<file path="config.mk">
export PLATFORM = sky130hd
export DESIGN_NAME = uart_rx_oversampled
export DESIGN_NICKNAME = d
export VERILOG_FILES = /design/src/rtl/uart_pkg.sv /design/src/rtl/uart_sync2.sv /design/src/rtl/uart_rx_oversampled.sv
export SDC_FILE = /design/constraint.sdc
export NUM_CORES = 1
export LEC_CHECK = 0
export ABC_AREA = 1
export BUFFER_PORTS_ARGS = -buffer_cell sky130_fd_sc_hd__buf_2
export CAP_MARGIN = 5
export CORE_MARGIN = 2
export CORE_UTILIZATION = 25
export DETAILED_ROUTE_END_ITERATION = 7
export PLACE_DENSITY = 0.53
export REMOVE_ABC_BUFFERS = 1
export SYNTH_ARGS = -nofsm -noshare
export SYNTH_HDL_FRONTEND = slang
export SYNTH_HIERARCHICAL = 1
export SYNTH_SLANG_ARGS = --single-unit
</file>
<file path="constraint.sdc">
create_clock -name clock -period 1.28 [get_ports clock]
set_input_delay 0.256 -clock clock [delete_from_list [all_inputs] [get_ports clock]]
set_output_delay 0.256 -clock clock [all_outputs]
set_load 0.005 [all_outputs]
</file>
<file path="src/rtl/uart_pkg.sv">
// -----------------------------------------------------------------------------
// uart_pkg
// Shared UART definitions: receiver state encoding, baud-rate select codes,
// default oversampling ratio and the source clock frequency the baud
// generator divides from.
// -----------------------------------------------------------------------------
package uart_pkg;

    typedef enum logic [2:0] {
        IDLE,
        START,
        DATA,
        PARITY,
        STOP
    } uart_state_e;

    localparam logic [1:0] BAUD_SEL_9600   = 2'b01;
    localparam logic [1:0] BAUD_SEL_57600  = 2'b10;
    localparam logic [1:0] BAUD_SEL_115200 = 2'b11;

    localparam int unsigned DEFAULT_OVERSAMPLE = 16;
    localparam int unsigned SOURCE_CLK         = 50_000_000;

endpackage

</file>
<file path="src/rtl/uart_sync2.sv">
// -----------------------------------------------------------------------------
// uart_sync2
// Two-flop synchroniser for a single asynchronous input. Both flops load
// RESET_VAL on reset so an idle-high line does not look like an edge.
//   clock  : destination clock
//   reset  : asynchronous, active-high
//   d      : asynchronous input
//   q      : synchronised output
// -----------------------------------------------------------------------------
module uart_sync2 #(
    parameter logic RESET_VAL = 1'b1
) (
    input  logic clock,
    input  logic reset,
    input  logic d,
    output logic q
);

    logic meta_q;
    logic sync_q;

    always_ff @(posedge clock or posedge reset) begin
        if (reset) begin
            meta_q <= RESET_VAL;
            sync_q <= RESET_VAL;
        end else begin
            meta_q <= d;
            sync_q <= meta_q;
        end
    end

    assign q = sync_q;

endmodule

</file>
<file path="src/rtl/uart_rx_oversampled.sv">
// -----------------------------------------------------------------------------
// uart_rx_oversampled
// Oversampling UART receiver (start, DATA_BITS data LSB first, stop). All
// state advances only on sample_tick; the line is sampled mid-bit.
// Optional even parity bit between data and stop: define UART_RX_PARITY_EN.
//   clock         : system clock
//   reset         : asynchronous, active-high
//   sample_tick   : enable pulse, OVERSAMPLE per bit time
//   rx            : asynchronous serial input, idle high
//   data_out      : last correctly framed byte
//   data_valid    : one-clock pulse when data_out updates
//   framing_error : one-clock pulse when the stop bit samples low
//   parity_error  : one-clock pulse on parity mismatch (0 without parity)
//   busy          : high while a frame is being received
// -----------------------------------------------------------------------------
module uart_rx_oversampled
    import uart_pkg::*;
#(
    parameter int unsigned DATA_BITS  = 8,
    parameter int unsigned OVERSAMPLE = DEFAULT_OVERSAMPLE
) (
    input  logic                 clock,
    input  logic                 reset,
    input  logic                 sample_tick,
    input  logic                 rx,
    output logic [DATA_BITS-1:0] data_out,
    output logic                 data_valid,
    output logic                 framing_error,
    output logic                 parity_error,
    output logic                 busy
);

    localparam int unsigned TICK_W = $clog2(OVERSAMPLE);
    localparam int unsigned BIT_W  = $clog2(DATA_BITS + 1);

    localparam logic [TICK_W-1:0] TICK_MID  = TICK_W'(OVERSAMPLE / 2 - 1);
    localparam logic [TICK_W-1:0] TICK_LAST = TICK_W'(OVERSAMPLE - 1);
    localparam logic [BIT_W-1:0]  BIT_LAST  = BIT_W'(DATA_BITS - 1);

    logic rx_s;

    uart_sync2 #(.RESET_VAL(1'b1)) u_rx_sync (
        .clock (clock),
        .reset (reset),
        .d     (rx),
        .q     (rx_s)
    );

    uart_state_e          state_q, state_d;
    logic [TICK_W-1:0]    tick_cnt_q, tick_cnt_d;
    logic [BIT_W-1:0]     bit_cnt_q, bit_cnt_d;
    logic [DATA_BITS-1:0] shift_q, shift_d;
    logic                 last_sample_q, last_sample_d;
    logic [DATA_BITS-1:0] data_out_q, data_out_d;
    logic                 data_valid_q, data_valid_d;
    logic                 framing_error_q, framing_error_d;
    logic                 busy_q, busy_d;
    logic                 frame_ok;
`ifdef UART_RX_PARITY_EN
    logic                 parity_bit_q, parity_bit_d;
    logic                 parity_error_q, parity_error_d;
`endif

    always_comb begin
        state_d         = state_q;
        tick_cnt_d      = tick_cnt_q;
        bit_cnt_d       = bit_cnt_q;
        shift_d         = shift_q;
        last_sample_d   = last_sample_q;
        data_out_d      = data_out_q;
        data_valid_d    = 1'b0;
        framing_error_d = 1'b0;
        frame_ok        = 1'b0;
`ifdef UART_RX_PARITY_EN
        parity_bit_d    = parity_bit_q;
        parity_error_d  = 1'b0;
`endif

        if (sample_tick) begin
            // Updated on every tick, in every state, so a line that stays low
            // after a frame never looks like a fresh falling edge.
            last_sample_d = rx_s;

            case (state_q)
                IDLE: begin
                    if (last_sample_q && !rx_s) begin
                        state_d    = START;
                        tick_cnt_d = '0;
                    end
                end

                START: begin
                    if (tick_cnt_q == TICK_MID) begin
                        tick_cnt_d = '0;
                        bit_cnt_d  = '0;
                        state_d    = rx_s ? IDLE : DATA;
                    end else begin
                        tick_cnt_d = tick_cnt_q + 1'b1;
                    end
                end

                DATA: begin
                    if (tick_cnt_q == TICK_LAST) begin
                        tick_cnt_d = '0;
                        shift_d    = {rx_s, shift_q[DATA_BITS-1:1]};
                        if (bit_cnt_q == BIT_LAST) begin
                            bit_cnt_d = '0;
`ifdef UART_RX_PARITY_EN
                            state_d   = PARITY;
`else
                            state_d   = STOP;
`endif
                        end else begin
                            bit_cnt_d = bit_cnt_q + 1'b1;
                        end
                    end else begin
                        tick_cnt_d = tick_cnt_q + 1'b1;
                    end
                end

`ifdef UART_RX_PARITY_EN
                PARITY: begin
                    if (tick_cnt_q == TICK_LAST) begin
                        tick_cnt_d   = '0;
                        parity_bit_d = rx_s;
                        state_d      = STOP;
                    end else begin
                        tick_cnt_d = tick_cnt_q + 1'b1;
                    end
                end
`endif

                STOP: begin
                    if (tick_cnt_q == TICK_LAST) begin
                        tick_cnt_d      = '0;
                        state_d         = IDLE;
                        framing_error_d = !rx_s;
`ifdef UART_RX_PARITY_EN
                        // Even parity: data bits plus parity bit XOR to 0.
                        parity_error_d  = ^{shift_q, parity_bit_q};
                        frame_ok        = rx_s && !parity_error_d;
`else
                        frame_ok        = rx_s;
`endif
                        if (frame_ok) begin
                            data_out_d   = shift_q;
                            data_valid_d = 1'b1;
                        end
                    end else begin
                        tick_cnt_d = tick_cnt_q + 1'b1;
                    end
                end

                default: state_d = IDLE;
            endcase
        end

        busy_d = (state_d != IDLE);
    end

    always_ff @(posedge clock or posedge reset) begin
        if (reset) begin
            state_q         <= IDLE;
            tick_cnt_q      <= '0;
            bit_cnt_q       <= '0;
            shift_q         <= '0;
            last_sample_q   <= 1'b1;
            data_out_q      <= '0;
            data_valid_q    <= 1'b0;
            framing_error_q <= 1'b0;
            busy_q          <= 1'b0;
`ifdef UART_RX_PARITY_EN
            parity_bit_q    <= 1'b0;
            parity_error_q  <= 1'b0;
`endif
        end else begin
            state_q         <= state_d;
            tick_cnt_q      <= tick_cnt_d;
            bit_cnt_q       <= bit_cnt_d;
            shift_q         <= shift_d;
            last_sample_q   <= last_sample_d;
            data_out_q      <= data_out_d;
            data_valid_q    <= data_valid_d;
            framing_error_q <= framing_error_d;
            busy_q          <= busy_d;
`ifdef UART_RX_PARITY_EN
            parity_bit_q    <= parity_bit_d;
            parity_error_q  <= parity_error_d;
`endif
        end
    end

    assign data_out      = data_out_q;
    assign data_valid    = data_valid_q;
    assign framing_error = framing_error_q;
    assign busy          = busy_q;
`ifdef UART_RX_PARITY_EN
    assign parity_error  = parity_error_q;
`else
    assign parity_error  = 1'b0;
`endif

endmodule

</file>
# Word level (Yosys, flattened, before mapping)
# Index checks and enable logic that the tools add are counted.
# Widths: inputs -> output; s select.
# word_totals
ff_bits,33
inputBits,4
out_inout_bits,12
wordCells,56
# op_classes
n_addsub,2
eq_ne,9
mux,23
reduce_logical,11
# ops
cell,n
$mux 4,6
$mux 3,6
$pmux 3 s4,1
$pmux 4 s3,1
$add 4x1->4 const B,2
$eq 4x3->1 const B,2
$pmux 4 s2,1
$reduce_and 4->1,2
$mux 1,7
$ne 2x2->1 const B,3
$reduce_and 3->1,2
$reduce_bool 3->1,2
$eq 4x4->1 const B,1
$eq 3x1->1 const B,1
$eq 3x2->1 const B,1
$eq 3x3->1 const B,1
$logic_not 3->1,1
$mux 2,1
$reduce_bool 2->1,1
$reduce_or 2->1,1
$logic_and 1x1->1,1
$logic_not 1->1,1

# Logic depth before layout (Yosys ltp)
# Gate-level depths: netlist (run 1).
# logic_depth
depth_word,6
mapped_depth,10

# By module
# The synthesis (run 1) kept the hierarchy.
# modules_own_cells
mod,instances,cells_per_inst,area_each_um2
uart_rx_oversampled,1,176,1506.4
uart_sync2,1,3,56.3

# Least setup slack after synthesis (run 1)
# No wires, ideal clock.
# synth_timing
path_kind,register to register
start,register tick_cnt_q[0]
end,register data_out_q[5] (netlist: data_out[5])
setup_time_ps,117
t_arrival_ps,1283
slack_ps,-120
stages_incl_launch_ff,10
period_less_slack_ps,1400
path_cell_list,dfrtp_1 -> ha_1 -> nand2_2 -> nor2_4 -> inv_2 -> nor2_4 -> nand2_4 -> buf_6 -> nand2_2 -> o21ai_2
# synth_between
elab_chain_cells,2
# synth_rtl
element,line_no,source
start: declaration,uart_rx_oversampled.sv:50,"logic [TICK_W-1:0] tick_cnt_q, tick_cnt_d;"
start signal: assignment,uart_rx_oversampled.sv:178,tick_cnt_q <= tick_cnt_d;
$eq 4x4->1,uart_rx_oversampled.sv:134,if (tick_cnt_q == TICK_LAST) begin
$reduce_and 4->1 (no source line),--,
end signal: assignment,uart_rx_oversampled.sv:182,data_out_q <= data_out_d;
end: declaration,uart_rx_oversampled.sv:54,"logic [DATA_BITS-1:0] data_out_q, data_out_d;"
# No other way between the ends.
# A chain may end at the register's enable or synchronous reset.

# Final worst setup path (run 1)
# layout_timing
start,register tick_cnt_q[1]
end,register busy_q (netlist: busy)
# layout_between
elab_chain_cells,5
# layout_rtl
element,line_no,source
$eq 4x4->1 / $eq 4x3->1 (equally long branches),"uart_rx_oversampled.sv:103, uart_rx_oversampled.sv:134, uart_rx_oversampled.sv:93",
$mux 3 (on tied branches),"uart_rx_oversampled.sv:134, uart_rx_oversampled.sv:93, uart_rx_oversampled.sv:103",
$pmux 3 s4 (*),uart_rx_oversampled.sv:84,case (state_q)
$mux 3 (*),uart_rx_oversampled.sv:79,if (sample_tick) begin
$reduce_bool 3->1 (*),uart_rx_oversampled.sv:158,busy_d = (state_d != IDLE);
net busy_d,uart_rx_oversampled.sv:57,"logic busy_q, busy_d;"
end signal: assignment,uart_rx_oversampled.sv:185,busy_q <= busy_d;
end: declaration,uart_rx_oversampled.sv:57,
# Mark *: on every way through the listed nets, which the timed path passes. The rest lies on a longest branch.

==> results of run 1 <==
-- sequential cells by signal, indices dropped and copies added (netlist names), 3 cells and up --
name and cells:
data_out 8, bit_cnt_q 4, tick_cnt_q 4, shift_q 8, state_q 3
-- final cells by class --
class | instances | area, µm² | share of cell area
Timing Repair Buffer | 46 | 329 | 0.153
Sequential cell | 33 | 831 | 0.387
Tap cell | 75 | 93.8 | 0.0437
Multi-Input combinational cell | 119 | 718 | 0.334
Inverter | 24 | 90.1 | 0.0419
Clock inverter | 3 | 17.5 | 0.00815
Clock buffer | 5 | 68.8 | 0.0320
-- cell usage in the layout, fill, tap and decap left out --
cell type | netlist | routed
nor2_4 | 2 | 3
nand3_1 | 10 | 8
o21ai_1 | 6 | 6
nand2_1 | 51 | 48
ha_4 | 0 | 1
clkinv_2 | 0 | 2
o21ai_2 | 8 | 9
nand2_2 | 3 | 6
dfrtp_2 | 0 | 1
nand3b_1 | 2 | 2
ha_1 | 2 | 1
buf_6 | 1 | 1
nand4_1 | 2 | 2
o21ai_0 | 8 | 6
nand3_2 | 1 | 3
clkbuf_8 | 0 | 5
clkinvlp_4 | 0 | 1
nand2_8 | 0 | 1
xor2_1 | 1 | 1
dlygate4sd3_1 | 0 | 1
buf_12 | 0 | 1
inv_2 | 6 | 8
xnor2_1 | 1 | 1
buf_4 | 1 | 29
buf_2 | 2 | 14
inv_1 | 18 | 16
nand3_4 | 1 | 2
a21oi_4 | 0 | 1
a21oi_2 | 0 | 1
dfstp_2 | 3 | 3
conb_1 | 1 | 1
a21oi_1 | 4 | 2
o21ai_4 | 0 | 1
nor3_2 | 0 | 1
nor2_1 | 11 | 8
nor2_2 | 2 | 4
dfrtp_1 | 30 | 29
-- what timing repair did --
item	CTS	global route
hold endpoints to repair	8	0
endpoints found under the setup margin	27	28
hold buffers	1	0
cloned	1	0
pin swaps	5	7
setup buffers	1	7
gates resized for setup	9	17
-- worst max-delay path, stage by stage (launching register included) --
cell     delay (ns)
dfrtp_1        0.39
ha_4           0.16
nand2_2        0.06
nor2_4         0.13
inv_2          0.08
nand2_1        0.08
o21ai_1        0.08
a21oi_2        0.18
nand2_1        0.07
-- logic make-up after synthesis --
family | after synthesis | share of synthesized area
simple gates | 87 | 0.261
flops | 33 | 0.531
buf+inv | 28 | 0.0761
compound gates | 26 | 0.102
xor+xnor | 2 | 0.0112
fa+ha+maj | 2 | 0.0160
other cells | 1 | 0.00240
-- report_power, final --
part           leakage, µW  internal [µW]  switching, µW
combinational     0.000543            243            270
clock            0.0000439            375            411
sequential        0.000446           1100           53.9
-- per-stage QoR --
stage                     cell area [µm²]  utilization  power [µW]
after floorplan                      1530            -        1370
after global placement               1880        0.314        1570
after global routing                 2150        0.359        2610
after detailed placement             1880        0.314        1570
final                                2150        0.359        2460
after CTS                            2030        0.338        2380
-- worst max-delay path by stage --
| stage | start | endpoint | slack, ns |
|---|---|---|---|
| 2_1_floorplan | tick_cnt_q[0] | data_out[1] | -0.08 |
| 3_3_place_gp | tick_cnt_q[0] | data_out[0] | -0.08 |
| 3_5_place_dp | tick_cnt_q[0] | data_out[0] | -0.11 |
| 4_1_cts | tick_cnt_q[0] | data_out[2] | -0.11 |
| 5_1_grt | tick_cnt_q[1] | busy | -0.18 |
| 6_report | tick_cnt_q[1] | busy | -0.07 |
-- routing by layer --
metal | vias up | wire, µm | global-route usage
li1 | 663 | - | -
met1 | 610 | 1580 | 0.132
met2 | 21 | 1530 | 0.144
met3 | 7 | 124 | 0.0348
met4 | 0 | 64 | 0.0447
met5 | - | 0 | 0
==> out/metrics.cfg, run 1 <==
[sta]
finalSetupViolCount = 17
holdWs_ns = 0.0624
setup_ws_ns = -0.0668
finalHoldViolations = 0
rsz0062_at_grt = yes
max_freq_ghz = 0.743
finClkSkew_ns = 0.00814
drv_slew = 0
final.setup.tns_ns = -0.713
period_share = 1.05
min_period_ns = 1.35

[min_path]
min_from = rx
hp-class = input port to register
holdPathStages = 1
hold_end = u_rx_sync/meta_q

[grt]
overflow = 0
grt_max_degree = 25
grt_pass1_wl_um = 5550
grt.total_usage = 0.0993
grt_pass1_vias = 1217
antenna_found_initial = 0

[yosys]
synthTopCellsByCount = nand2_1, dfrtp_1, inv_1, nor2_1, nand3_1
yosysMostFrequentCell = nand2_1
synth_top_area_cell = dfrtp_1
async_reset_ff_frac = 1.00
synth-edff-count = 0
syn_inst = 179
synth.avg_cell_area_um2 = 8.73
yosysSeqAreaShare = 0.531
synth_flop_cell = dfrtp_1
synth_cell_types = 27
ys_seq_elements = 33
ys_warn_count = 6
yosysTopAreaCellShare = 0.480
synth_area_leaders = dfrtp_1, nand2_1, dfstp_2
syn_area_mm2 = 0.00156

[clock_tree]
insertion_delay_ns = 0.29
cts-buffers-inserted = 5
cts_sinks = 33
cts-root-buf = clkbuf_8
cts_tree = yes
h-tree-depth = 2
clk_path_buf_depth = 2
clkTransAtPathRegs_ns = 0.07

[die]
initial_core_util = 0.261
die_h_um = 83.1
die-area_mm2 = 0.00690
num_io_pins = 16
die_x_um = 83.1
core_mm2 = 0.00599
rows = 28

[setup_path]
crit_type = register to register
crit-reg2reg-launch = tick_cnt_q[1]
critPathLaunchType = register
rr_worst_depth = 8
end_kind = register
r2r_slack_ns = -0.07
reg2reg_to = busy
path_max_fanout = 4
cp.arrival_ns = 1.52
crit_required_ns = 1.45

[final_layout]
diodes = 0
final.fill_count = 608
areaGrowthSynthToFinish_pct = 37.5
num-nets-final = 235
instances_no_fill = 305
drive_above_1_share = 0.426

[detailed_routing]
drc_errors = 0
routed_via_density = 4.27
antenna_left = 0
drtIter0Drc = 27
routed_wl_um = 3310
first_pass_iters = 4
vias = 1301
routedWlPerCell_um = 10.8

[status]
violations = setup timing
status = finished, violations left

[place]
dpl.hpwl_um = 2170
dpl_worst_slack_ns = -0.115
gp_congestion = 0.822
dp_cells = 287
io_buffer_count = 14

[flow_run]
maxCapViolations = 0

[pwr]
vdd_ir_drop_max_mv = 0.740
leakage_uw = 0.00103
power_density_mw_per_mm2 = 1140

Note: power is estimated with default switching activity, not from simulation.
==> run 2, diff against run 1 <==
==> constraint.sdc (replaced) <==
create_clock -name clock -period 1.28 [get_ports clock]
set_input_delay 0.064 -clock clock [delete_from_list [all_inputs] [get_ports clock]]
set_output_delay 0.064 -clock clock [all_outputs]
set_load 0.005 [all_outputs]
==> out/metrics.cfg, run 2 (synthesis gave the netlist of run 1 again) <==
[clock_tree]
insertion_delay_ns = 0.29  ; about the same
cts-root-buf = clkbuf_8  ; unchanged
cts_sinks = 33  ; unchanged
h-tree-depth = 2  ; unchanged
clkTransAtPathRegs_ns = 0.07  ; about the same
cts_tree = yes  ; unchanged
clk_path_buf_depth = 2  ; unchanged
cts-buffers-inserted = 5  ; unchanged

[die]
die_x_um = 83.1  ; unchanged
num_io_pins = 16  ; unchanged
die-area_mm2 = 0.00690  ; unchanged
die_h_um = 83.1  ; unchanged
core_mm2 = 0.00599  ; unchanged
initial_core_util = 0.261  ; unchanged
rows = 28  ; unchanged

[status]
status = finished, violations left  ; unchanged
violations = setup timing  ; unchanged

[final_layout]
areaGrowthSynthToFinish_pct = 43.7  ; was 37.5%
final_common_cell = nand2_1  ; unchanged
fin_util = 0.375  ; was 0.359
final.fill_count = 611  ; was 608
drive_above_1_share = 0.474  ; was 0.426
final_cell_mix = nand2_1, dfrtp_1, buf_4  ; unchanged
diodes = 0  ; unchanged
num-nets-final = 237  ; was 235

[setup_path]
critPathBufInv = 1  ; unchanged
crit_chain = ha_4 > nand2_4 > nor2_4 > inv_4 > o21ai_2 > nand3_2 > nand2_1 > o21ai_1  ; was ha_4 > nand2_2 > nor2_4 > inv_2 > nand2_1 > o21ai_1 > a21oi_2 > nand2_1
critPathTopFamily = simple AND/OR/NAND/NOR gates  ; was flip-flops
rr_worst_depth = 8  ; unchanged
crit_required_ns = 1.46  ; was 1.45 ns
end_kind = register  ; unchanged
max_stage_delay_ns = 0.40  ; was 0.39 ns
r2r_slack_ns = -0.10  ; was -0.07 ns
critPathLaunchType = register  ; unchanged
cp_num_cells = 8  ; unchanged
crit_type = register to register  ; unchanged
path_max_fanout = 6  ; was 4
cp.arrival_ns = 1.56  ; was 1.52 ns
slowest_stage = dfrtp_1  ; unchanged

[grt]
grt_pass1_wl_um = 5830  ; was 5550 µm
grt_max_degree = 32  ; was 25
grt_pass1_vias = 1265  ; was 1217
grt.total_usage = 0.106  ; was 0.0993
antenna_found_initial = 0  ; unchanged
overflow = 0  ; unchanged

[detailed_routing]
first_pass_iters = 4  ; unchanged
routedWlPerCell_um = 11.7  ; was 10.8 µm
dr.max_layer_used = met4  ; unchanged
drt-met1-wl_um = 1680  ; was 1580 µm
route.met3.wl_um = 120  ; was 124 µm
antenna_left = 0  ; unchanged
routed_wl_um = 3590  ; was 3310 µm
routed_via_density = 4.24  ; was 4.27
drc_errors = 0  ; unchanged
wl_met2_um = 1710  ; was 1530 µm
vias = 1301  ; unchanged
drtIter0Drc = 27  ; unchanged

[min_path]
holdPathStages = 3  ; was 1
hp-class = input port to register  ; unchanged

[sta]
rsz0062_at_grt = yes  ; unchanged
finClkSkew_ns = 0.0123  ; was 0.00814 ns
finalSetupViolCount = 25  ; was 17
setup_ws_ns = -0.104  ; was -0.0668 ns
drv_slew = 0  ; unchanged
period_share = 1.08  ; was 1.05
min_period_ns = 1.38  ; was 1.35 ns
finalHoldViolations = 0  ; unchanged
max_freq_ghz = 0.723  ; was 0.743 GHz

[pwr]
vdd_ir_drop_max_mv = 0.653  ; was 0.740 mV
leakage_uw = 0.00105  ; was 0.00103 µW
power_density_mw_per_mm2 = 1130  ; was 1140 mW/mm²

[place]
dpl_worst_slack_ns = -0.124  ; was -0.115 ns
io_buffer_count = 14  ; unchanged
gp_congestion = 0.850  ; was 0.822
dpl.hpwl_um = 2180  ; was 2170 µm

[flow_run]
maxCapViolations = 0  ; unchanged

run 2: metal layers:
metal  track usage  up-vias
met5             0        -
met4        0.0492        0
met3        0.0298        5
met2         0.155       20
met1         0.145      610
li1              -      666
run 2: repair_timing:
| action | CTS | global route |
|---|---|---|
| setup buffers | 1 | 7 |
| pin swaps | 9 | 17 |
| setup endpoints to repair | 27 | 28 |
| gates cloned | 1 | 0 |
| gates resized for setup | 9 | 39 |
| hold endpoints to repair | 33 | 0 |
| hold buffers | 2 | 0 |
run 2: worst paths after layout:
kind	startpoint	to
worst max-delay path	tick_cnt_q[0]	bit_cnt_q[2]
worst min register to register	u_rx_sync/meta_q	u_rx_sync/q
worst max register to register	tick_cnt_q[0]	bit_cnt_q[2]
worst min-delay path	sample_tick	state_q[2]
max in group asynchronous	reset	last_sample_q
min in group asynchronous	reset	u_rx_sync/meta_q
run 2: power breakdown:
part	leakage (µW)	internal (µW)	switching, µW
registers	0.000444	1100	56.5
logic	0.000571	269	305
clock network	0.0000364	382	428
run 2: worst register-to-register path, stage by stage (launching register included):
cell and delay, ns:
dfrtp_1 0.40, ha_4 0.17, nand2_4 0.05, nor2_4 0.17
inv_4 0.07, o21ai_2 0.12, nand3_2 0.14, nand2_1 0.10
o21ai_1 0.06
run 2: through the flow:
stage	total power, µW	instances	cell area (µm²)	setup TNS [ns]	hold slack, ns
4_1_cts	2410	300	2040	-2.18	0.0831
2_1_floorplan	1370	175	1530	-0.869	-0.0245
6_report	2540	307	2250	-1.67	0.103
3_5_place_dp	1560	288	1880	-1.98	0.101
3_3_place_gp	1550	288	1880	-1.53	0.0987
5_1_grt	2700	307	2250	-4.22	0.122
run 2: layout make-up:
cell class              count  area, µm²  share of cell area
flip-flops and latches     33        832               0.370
repair buffers             48        354               0.158
well taps                  75       93.8              0.0418
inverters                  24       97.6              0.0435
clock inverters             3       22.5              0.0100
clock buffers               5       68.8              0.0306
multi-input cells         119        777               0.346
==> run 3, diff against run 2 <==
--- a/config.mk
+++ b/config.mk
@@ -6,7 +6,7 @@
 export NUM_CORES = 1
 export LEC_CHECK = 0
 export ABC_AREA = 1
-export BUFFER_PORTS_ARGS = -buffer_cell sky130_fd_sc_hd__buf_2
+export BUFFER_PORTS_ARGS = -buffer_cell sky130_fd_sc_hd__buf_4
 export CAP_MARGIN = 5
 export CORE_MARGIN = 2
 export CORE_UTILIZATION = 25
@@ -15,5 +15,4 @@
 export REMOVE_ABC_BUFFERS = 1
 export SYNTH_ARGS = -nofsm -noshare
 export SYNTH_HDL_FRONTEND = slang
-export SYNTH_HIERARCHICAL = 1
 export SYNTH_SLANG_ARGS = --single-unit
==> out/metrics.cfg, run 3 <==
[sta]
rsz0062_at_grt = yes  ; unchanged
min_period_ns = 1.39  ; was 1.38 ns
final.setup.tns_ns = -1.88  ; was -1.67 ns
period_share = 1.09  ; was 1.08
finClkSkew_ns = 0.0106  ; was 0.0123 ns
drv_slew = 0  ; unchanged
setup_ws_ns = -0.114  ; was -0.104 ns
max_freq_ghz = 0.717  ; was 0.723 GHz
finalSetupViolCount = 25  ; unchanged
finalHoldViolations = 0  ; unchanged

[yosys]
synthTopCellsByCount = nand2_1, dfrtp_1, inv_1, o21ai_2, nor2_1  ; was nand2_1, dfrtp_1, inv_1, nor2_1, nand3_1
syn_inst = 177  ; was 179
synth_top_area_cell = dfrtp_1  ; unchanged
synth-edff-count = 0  ; unchanged
synth_mux_area_frac = 0  ; unchanged
synth_area_leaders = dfrtp_1, nand2_1, o21ai_2  ; was dfrtp_1, nand2_1, dfstp_2
ys_seq_elements = 33  ; unchanged
yosysSeqAreaShare = 0.516  ; was 0.531
synth-xor-area-share = 0.0109  ; was 0.0112
yosysMostFrequentCell = nand2_1  ; unchanged
synth_compound_area_frac = 0.121  ; was 0.102
ys_warn_count = 0  ; was 6
synth_cell_types = 28  ; was 27
synth_top_family_by_area = simple AND/OR/NAND/NOR gates  ; unchanged
synth.avg_cell_area_um2 = 9.08  ; was 8.73 µm²
synth_flop_cell = dfrtp_1  ; unchanged
syn_area_mm2 = 0.00161  ; was 0.00156 mm²
yosys.area_share.simple = 0.255  ; was 0.261
synth_fa_ha_area_frac = 0.0156  ; was 0.0160
yosysTopAreaCellShare = 0.467  ; was 0.480
async_reset_ff_frac = 1.00  ; unchanged

[min_path]
hp-class = input port to register  ; unchanged

[pwr]
power_switching_uw = 715  ; was 790 µW
leakage_uw = 0.00108  ; was 0.00105 µW
vdd_ir_drop_max_mv = 0.616  ; was 0.653 mV
intPower_uw = 1800  ; was 1750 µW
swShare = 0.284  ; was 0.311
pwr-share-clk = 0.302  ; was 0.318
combPwrFrac = 0.243  ; was 0.226
power_density_mw_per_mm2 = 1110  ; was 1130 mW/mm²
seqPwrFrac = 0.455  ; was 0.456

[detailed_routing]
routedWlPerCell_um = 10.7  ; was 11.7 µm
first_pass_iters = 4  ; unchanged
routed_via_density = 4.12  ; was 4.24
vias = 1265  ; was 1301
drtIter0Drc = 64  ; was 27
antenna_left = 0  ; unchanged
drc_errors = 0  ; unchanged
routed_wl_um = 3290  ; was 3590 µm

[final_layout]
final_common_cell = nand2_1  ; unchanged
final_area_mm2 = 0.00227  ; was 0.00225 mm²
drive_above_1_share = 0.483  ; was 0.474
num-nets-final = 235  ; was 237
final_cell_mix = nand2_1, buf_4, dfrtp_1  ; was nand2_1, dfrtp_1, buf_4
areaGrowthSynthToFinish_pct = 41.0  ; was 43.7%
diodes = 0  ; unchanged
final.fill_count = 634  ; was 611

[grt]
grt_pass1_vias = 1235  ; was 1265
antenna_found_initial = 0  ; unchanged
grt_pass1_wl_um = 5730  ; was 5830 µm
overflow = 0  ; unchanged
grt.total_usage = 0.101  ; was 0.106
grt_max_degree = 34  ; was 32

[setup_path]
crit_required_ns = 1.46  ; about the same
crit_type = register to register  ; unchanged
cp.arrival_ns = 1.58  ; was 1.56 ns
critPathLaunchType = register  ; unchanged
path_max_fanout = 8  ; was 6
end_kind = register  ; unchanged

[place]
gp_congestion = 0.750  ; was 0.850
io_buffer_count = 14  ; unchanged
placed_area_mm2 = 0.00193  ; was 0.00188 mm²
dpl.hpwl_um = 2110  ; was 2180 µm

[status]
violations = setup timing  ; unchanged
status = finished, violations left  ; unchanged

[clock_tree]
cts_tree = yes  ; unchanged
cts-root-buf = clkbuf_8  ; unchanged
cts-buffers-inserted = 5  ; unchanged
h-tree-depth = 2  ; unchanged
insertion_delay_ns = 0.29  ; about the same
cts_sinks = 33  ; unchanged
clk_path_buf_depth = 2  ; unchanged
clkTransAtPathRegs_ns = 0.07  ; about the same

[die]
die_x_um = 84.2  ; was 83.1 µm
die-area_mm2 = 0.00708  ; was 0.00690 mm²
num_io_pins = 16  ; unchanged
rows = 29  ; was 28
initial_core_util = 0.256  ; was 0.261
core_mm2 = 0.00628  ; was 0.00599 mm²
die_h_um = 84.2  ; was 83.1 µm

[flow_run]
maxCapViolations = 0  ; unchanged

==> run 3: cell count changes in the layout (fill, tap and decap cells not counted), sizes merged <==
cell      change
clkinv        +2
clkinvlp      -2
and3          +1
inv           -1
nand3         -1
nor2          -1
==> run 3: worst paths after layout <==
path,cells past startpoint,slack [ns],from,to
worst max register to register,8,-0.11,tick_cnt_q[0],data_out[5]
max in group asynchronous,4,0.52,reset,last_sample_q
worst min register to register,0,0.36,u_rx_sync.meta_q,u_rx_sync.q
worst max-delay path,8,-0.11,tick_cnt_q[0],data_out[5]
worst min-delay path,2,0.06,sample_tick,last_sample_q
min in group asynchronous,4,0.42,reset,data_out[1]
==> run 3: cells by family after synthesis <==
group / Yosys count
adders and majority gates: 2
and+or+nand+nor: 86
xor gates and xnor gates: 2
DFF: 33
other: 1
buffers and inverters: 27
AOI/OAI and AO/OA: 26
==> run 3: layout make-up <==
type	count	area, µm²	area share
sequential	33	830	0.366
multi-input combinational	118	768	0.339
timing repair buffer	48	397	0.175
tap	77	96.3	0.0425
inverter	23	88.8	0.0392
clock buffer	5	68.8	0.0304
clock inverter	3	17.5	0.00773
==> run 3: metrics by stage <==
stage / total power (µW) / util / instances / hold WS [ns] / setup slack, ns
2_1_floorplan: 1370 / - / 173 / 0.0685 / -0.146
3_3_place_gp: 1570 / 0.307 / 285 / 0.174 / -0.134
3_5_place_dp: 1570 / 0.307 / 285 / 0.177 / -0.159
4_1_cts: 2420 / 0.346 / 302 / 0.0427 / -0.115
5_1_grt: 2670 / 0.361 / 307 / 0.0670 / -0.233
6_report: 2520 / 0.361 / 307 / 0.0551 / -0.114
==> run 3: per-layer routing <==
layer	up-vias	GRT usage	wire [µm]
li1	664	-	-
met1	581	0.141	1560
met2	16	0.146	1560
met3	4	0.0246	103
met4	0	0.0528	63
met5	-	0	0
==> run 3: critical path, cell delays in order, from the launching register on <==
cell,delay (ns)
dfrtp_1,0.36
ha_2,0.19
nand2_2,0.06
nor2_4,0.13
inv_4,0.07
nor2_8,0.16
nand3_4,0.16
nand2_1,0.11
o21ai_2,0.05
==> run 3: repair_timing <==
action,4_1_cts,5_1_grt
resized for setup,22,17
endpoints found under the hold margin,31,0
gates cloned,1,0
setup buffers,6,5
pin swaps,11,8
setup endpoints to repair,27,29
hold buffers,2,0
==> run 3: power groups by stage <==
| stage | Sequential, µW | Clock [µW] | Combinational [µW] |
|---|---|---|---|
| 4_1_cts | 1140 | 795 | 490 |
| 5_1_grt | 1150 | 836 | 678 |
| 6_report | 1150 | 762 | 612 |
| 3_3_place_gp | 1160 | 0 | 418 |
| 3_5_place_dp | 1160 | 0 | 417 |
| 2_1_floorplan | 1160 | 0 | 211 |
